`src/rtl/uart_pkg.sv`:
```
// Shared definitions for the UART transmitter and receiver: FSM states,
// parity-mode encodings, frame constants and the parity helper.
package uart_pkg;

    typedef enum logic [2:0] {
        IDLE   = 3'd0,
        START  = 3'd1,
        DATA   = 3'd2,
        PARITY = 3'd3,
        STOP   = 3'd4
    } uart_state_t;

    localparam int PAR_NONE = 0;
    localparam int PAR_EVEN = 1;
    localparam int PAR_ODD  = 2;

    localparam int UART_DATA_BITS          = 8;
    localparam int UART_DEFAULT_OVERSAMPLE = 16;

    // Even mode sends the XOR of the data bits; odd mode sends its inverse.
    function automatic logic parity_bit(input logic [UART_DATA_BITS-1:0] data,
                                        input int mode);
        return (mode == PAR_ODD) ? ~(^data) : (^data);
    endfunction

endpackage

```
`src/rtl/uart_bit_timer.sv`:
```
// Oversample tick counter: counts 0..OVERSAMPLE-1, flags the last tick of each
// bit period, and is held at 0 while clear is high.
module uart_bit_timer #(
    parameter int OVERSAMPLE = 16
) (
    input  logic clk,
    input  logic reset,
    input  logic clear,
    output logic bit_end
);

    localparam int W = $clog2(OVERSAMPLE);

    logic [W-1:0] r_count;

    assign bit_end = (r_count == W'(OVERSAMPLE - 1));

    always_ff @(posedge clk) begin
        if (reset || clear) begin
            r_count <= '0;
        end else if (bit_end) begin
            r_count <= '0;
        end else begin
            r_count <= r_count + W'(1);
        end
    end

endmodule

```
`src/rtl/uart_transmitter.sv`:
```
// UART transmitter with a one-byte holding register; frames go out LSB first
// with optional parity and 1 or 2 stop bits, back-to-back without idle gaps.
module uart_transmitter
    import uart_pkg::*;
#(
    parameter int OVERSAMPLE  = UART_DEFAULT_OVERSAMPLE,
    parameter int PARITY_MODE = PAR_NONE,
    parameter int STOP_BITS   = 1
) (
    input  logic                      clk,
    input  logic                      reset,
    input  logic [UART_DATA_BITS-1:0] TX_DATA,
    input  logic                      TX_EN,
    output logic                      TX_STATUS,
    output logic                      TX_BUSY,
    output logic                      TX_DONE,
    output logic                      TX_OVERRUN,
    output logic                      UART_TX
);

    uart_state_t               r_state;
    uart_state_t               w_state_next;
    logic [UART_DATA_BITS-1:0] r_hold;
    logic                      r_hold_full;
    logic [UART_DATA_BITS-1:0] r_shift;
    logic                      r_parity;
    logic [2:0]                r_bit_idx;
    logic                      r_stop_idx;
    logic                      r_tx;
    logic                      r_busy;
    logic                      r_done;
    logic                      r_overrun;

    logic w_bit_end;
    logic w_load;
    logic w_done;
    logic w_line;
    logic w_accept;

    uart_bit_timer #(
        .OVERSAMPLE(OVERSAMPLE)
    ) u_bit_timer (
        .clk    (clk),
        .reset  (reset),
        .clear  (r_state == IDLE),
        .bit_end(w_bit_end)
    );

    // A write is also taken in the very cycle the held byte moves to the shifter.
    assign w_accept = TX_EN && (!r_hold_full || w_load);

    always_comb begin
        w_state_next = r_state;
        w_load       = 1'b0;
        w_done       = 1'b0;
        w_line       = 1'b1;
        case (r_state)
            IDLE: begin
                if (r_hold_full) begin
                    w_load       = 1'b1;
                    w_state_next = START;
                end
            end
            START: begin
                w_line = 1'b0;
                if (w_bit_end) w_state_next = DATA;
            end
            DATA: begin
                w_line = r_shift[0];
                if (w_bit_end && r_bit_idx == 3'(UART_DATA_BITS - 1)) begin
                    w_state_next = (PARITY_MODE != PAR_NONE) ? PARITY : STOP;
                end
            end
            PARITY: begin
                w_line = r_parity;
                if (w_bit_end) w_state_next = STOP;
            end
            STOP: begin
                if (w_bit_end && r_stop_idx == 1'(STOP_BITS - 1)) begin
                    w_done = 1'b1;
                    if (r_hold_full) begin
                        w_load       = 1'b1;
                        w_state_next = START;
                    end else begin
                        w_state_next = IDLE;
                    end
                end
            end
            default: w_state_next = IDLE;
        endcase
    end

    // Outputs are registered from the current state, so the line trails the FSM by one cycle.
    always_ff @(posedge clk) begin
        if (reset) begin
            r_state     <= IDLE;
            r_hold      <= '0;
            r_hold_full <= 1'b0;
            r_shift     <= '0;
            r_parity    <= 1'b0;
            r_bit_idx   <= '0;
            r_stop_idx  <= 1'b0;
            r_tx        <= 1'b1;
            r_busy      <= 1'b0;
            r_done      <= 1'b0;
            r_overrun   <= 1'b0;
        end else begin
            r_state   <= w_state_next;
            r_tx      <= w_line;
            r_busy    <= (r_state != IDLE);
            r_done    <= w_done;
            r_overrun <= TX_EN && !w_accept;

            if (w_accept) begin
                r_hold      <= TX_DATA;
                r_hold_full <= 1'b1;
            end else if (w_load) begin
                r_hold_full <= 1'b0;
            end

            if (w_load) begin
                r_shift    <= r_hold;
                r_parity   <= parity_bit(r_hold, PARITY_MODE);
                r_bit_idx  <= '0;
                r_stop_idx <= 1'b0;
            end else begin
                if (r_state == DATA && w_bit_end) begin
                    r_shift   <= r_shift >> 1;
                    r_bit_idx <= r_bit_idx + 3'd1;
                end
                if (r_state == STOP && w_bit_end) begin
                    r_stop_idx <= r_stop_idx + 1'b1;
                end
            end
        end
    end

    assign TX_STATUS  = ~r_hold_full;
    assign TX_BUSY    = r_busy;
    assign TX_DONE    = r_done;
    assign TX_OVERRUN = r_overrun;
    assign UART_TX    = r_tx;

endmodule

```
`config.mk`:
```
export PLATFORM = sky130hd
export DESIGN_NAME = uart_transmitter
export DESIGN_NICKNAME = d
export VERILOG_FILES = /design/src/rtl/uart_pkg.sv /design/src/rtl/uart_bit_timer.sv /design/src/rtl/uart_transmitter.sv
export SDC_FILE = /design/constraint.sdc
export NUM_CORES = 1
export LEC_CHECK = 0
export BUFFER_PORTS_ARGS = -buffer_cell sky130_fd_sc_hd__buf_4
export CORE_MARGIN = 2
export CORE_UTILIZATION = 60
export DETAILED_ROUTE_END_ITERATION = 10
export GPL_ROUTABILITY_DRIVEN = 0
export PLACE_DENSITY = 0.93
export SETUP_SLACK_MARGIN = 0.15
export SLEW_MARGIN = 20
export SYNTH_ARGS = -nofsm -noshare
export SYNTH_HDL_FRONTEND = slang
export SYNTH_HIERARCHICAL = 1
export SYNTH_SLANG_ARGS = --single-unit
```
`constraint.sdc`:
```
create_clock -name clk -period 4.78 [get_ports clk]
set_input_delay 0 -clock clk [delete_from_list [all_inputs] [get_ports clk]]
set_output_delay 0 -clock clk [all_outputs]
set_load 0.05 [all_outputs]
```
==> out/qor.yml <==
grt_pass1_wl_um: 5990
status: "finished, final reports clean"
core_um2: 2430
diodes: 0
async_flop_share: 0
finalHoldViolations: 0
drt_wl_total_um: 3700
synth.most_common_cell: "dfxtp_1"
clk_pin_slew_worst_paths_ns: 0.10
total_power_w: 0.000600
finalNonFillerCells: 223
cp.required_ns: 5.05
path_max_fanout: 10
io_pins: 16
fillCellCount: 141
synth_edf_count: 0
setup_viol: 0
numCtsBuffers: 5
ys_top_cells_by_area: "dfxtp_1 44%, mux2i_1 6.0%, a21oi_1 5.7%"
synth-seq-cells: 33
fmax_mhz: 378
ys.flop_type: "dfxtp_1"
layout_worst_path_cycle_share: 0.553
num_vias: 1387
hp-class: "in2reg"
root_buffer: "clkbuf_4"
crit_arrival_ns: 2.91
viasPerCell: 6.22
powerDensity_nw_per_um2: 330
postCtsSetupRepairBufs: 0
drtAntennaViolNets: 0
dpl.cell_count: 199
wl_per_cell_um: 16.6
antenna_found_initial: 0
tns_ns: 0
ys_types: 38
grt_max_degree: 32
die_area_um2: 2920
drc: 0
std_cell_rows: 18
finClkSkew_ns: 0.0105
ys_seq_area_frac: 0.440
drt-initial-drc-count: 54
die_x_um: 54.0
cts_resized: 0
initial_core_util: 0.617
nets: 206
hpwlAfterDp_um: 2020
die_y_um: 54.0
worstSetupPathType: "reg2reg"
netlist_area_um2: 1500
rsz0062_at_grt: "false"
p_leak_nw: 0.672
critPathCaptureType: "register"
yosys-top-cells-count: "33 x dfxtp_1, 20 x nor2_1, 17 x a21oi_1, 13 x nand2_1, 11 x nand3_1"
synth_warnings: 6
yosys.area.top_type: "dfxtp_1"
h-tree-depth: 2
cts_tree: "yes"
hold_buffers: 16
drv_slew: 0
portBuffers: 15
peakVddDrop_mv: 0.290
synth.top_cell.area_share: 0.440
clock-sinks: 33
syn_inst: 165
clockBufferDepth: 2
slew_headroom: 0.505
clk_latency_ns: 0.34
grt_pass1_vias: 1287
layout-drive-gt1-share: 0.166
maxCapViolCount: 0
worstSetupStartpointType: "register"
worst_slew_pin_slew_ns: 0.733
grtUsageTotal: 0.293
fin_crit_ns: 2.64
syn-num-nets: 179
timing.hold.ws_ns: 0.0425
area_delta_synth_final_pct: 21.3
syn_avg_cell_area_um2: 9.09
drtPass1Iterations: 5
grt-ovfl-total: 0
path summary, 6_finish.rpt:
check | startpoint | to | slack [ns] | cells after the start
hold / removal | reset | r_stop_idx | 0.04 | 2
hold reg to reg | u_bit_timer/r_count[0] | u_bit_timer/r_count[0] | 0.46 | 1
setup / recovery | u_bit_timer/r_count[0] | r_hold[2] | 2.14 | 9
setup reg to reg | u_bit_timer/r_count[0] | r_hold[2] | 2.14 | 9
power by group:
part	internal [W]	switching (W)	total (W)	leakage, nW
Clock	0.000125	0.0000924	0.000217	0.0455
Sequential	0.000288	0.0000114	0.000299	0.270
Combinational	0.0000386	0.0000446	0.0000832	0.356
sequential cells by signal, summed over array words and instances (netlist names):
register / cells
TX_BUSY: 1
TX_DONE: 1
TX_OVERRUN: 1
UART_TX: 1
r_bit_idx: 3
r_hold: 8
r_hold_full: 1
r_parity: 1
r_shift: 8
r_state: 3
r_stop_idx: 1
u_bit_timer/r_count: 4
through the flow:
step | instance area (um2) | utilization | worst slack [ns]
detailed placement | 1570 | 0.647 | 2.36
global route | 1820 | 0.748 | 1.99
CTS | 1820 | 0.748 | 2.31
finish | 1820 | 0.748 | 2.14
global placement | 1570 | 0.647 | 2.55
floorplan | 1500 | - | 2.84
cell families after synthesis:
| family | count (synthesis) | share of synthesized area |
|---|---|---|
| and+or+nand+nor | 61 | 0.200 |
| xor gates and xnor gates | 10 | 0.0584 |
| buffers and inverters | 15 | 0.0609 |
| AOI/OAI and AO/OA | 34 | 0.155 |
| muxes | 9 | 0.0601 |
| adders and majority gates | 3 | 0.0250 |
| DFF | 33 | 0.440 |
worst max-delay path, cell delays in order, from the launching register on:
cell,delay [ns]
dfxtp_1,0.37
ha_1,0.19
nand3_1,0.12
inv_1,0.21
nand2b_2,0.12
and2_1,0.27
o21ai_2,0.41
nand3_1,0.15
dlygate4sd3_1,0.59
a21oi_1,0.15
layer usage:
metal	vias up	track usage	share of wire
met4	0	0.150	0.033
met2	66	0.494	0.52
met3	16	0.0694	0.063
li1	625	-	-
met5	-	0	0
met1	680	0.344	0.39
layout by cell type (no fill, tap or decap), drive strengths merged:
cell,n
a2111oi,2
a211o,1
a211oi,7
a21oi,18
a22oi,1
and2,1
and3,1
buf,15
bufinv,1
clkbuf,7
dfxtp,33
dlygate4sd3,16
ha,3
inv,4
mux2i,9
nand2,13
nand2b,1
nand3,11
nor2,21
nor3,7
nor3b,1
nor4,1
nor4bb,1
o21ai,4
o21bai,1
or2,1
or3,2
xnor2,9
xor2,1
cell type report:
cell class                 instances  area (um2)  share of cell area
timing repair buffer              31         273               0.150
inverter                           4        15.0             0.00825
clock buffer                       7        55.1              0.0303
tap                               30        37.5              0.0206
sequential                        33         661               0.363
multi-input combinational        117         748               0.411
clock inverter                     1        30.0              0.0165
No activity file was read; power rests on OpenSTA's default activity.
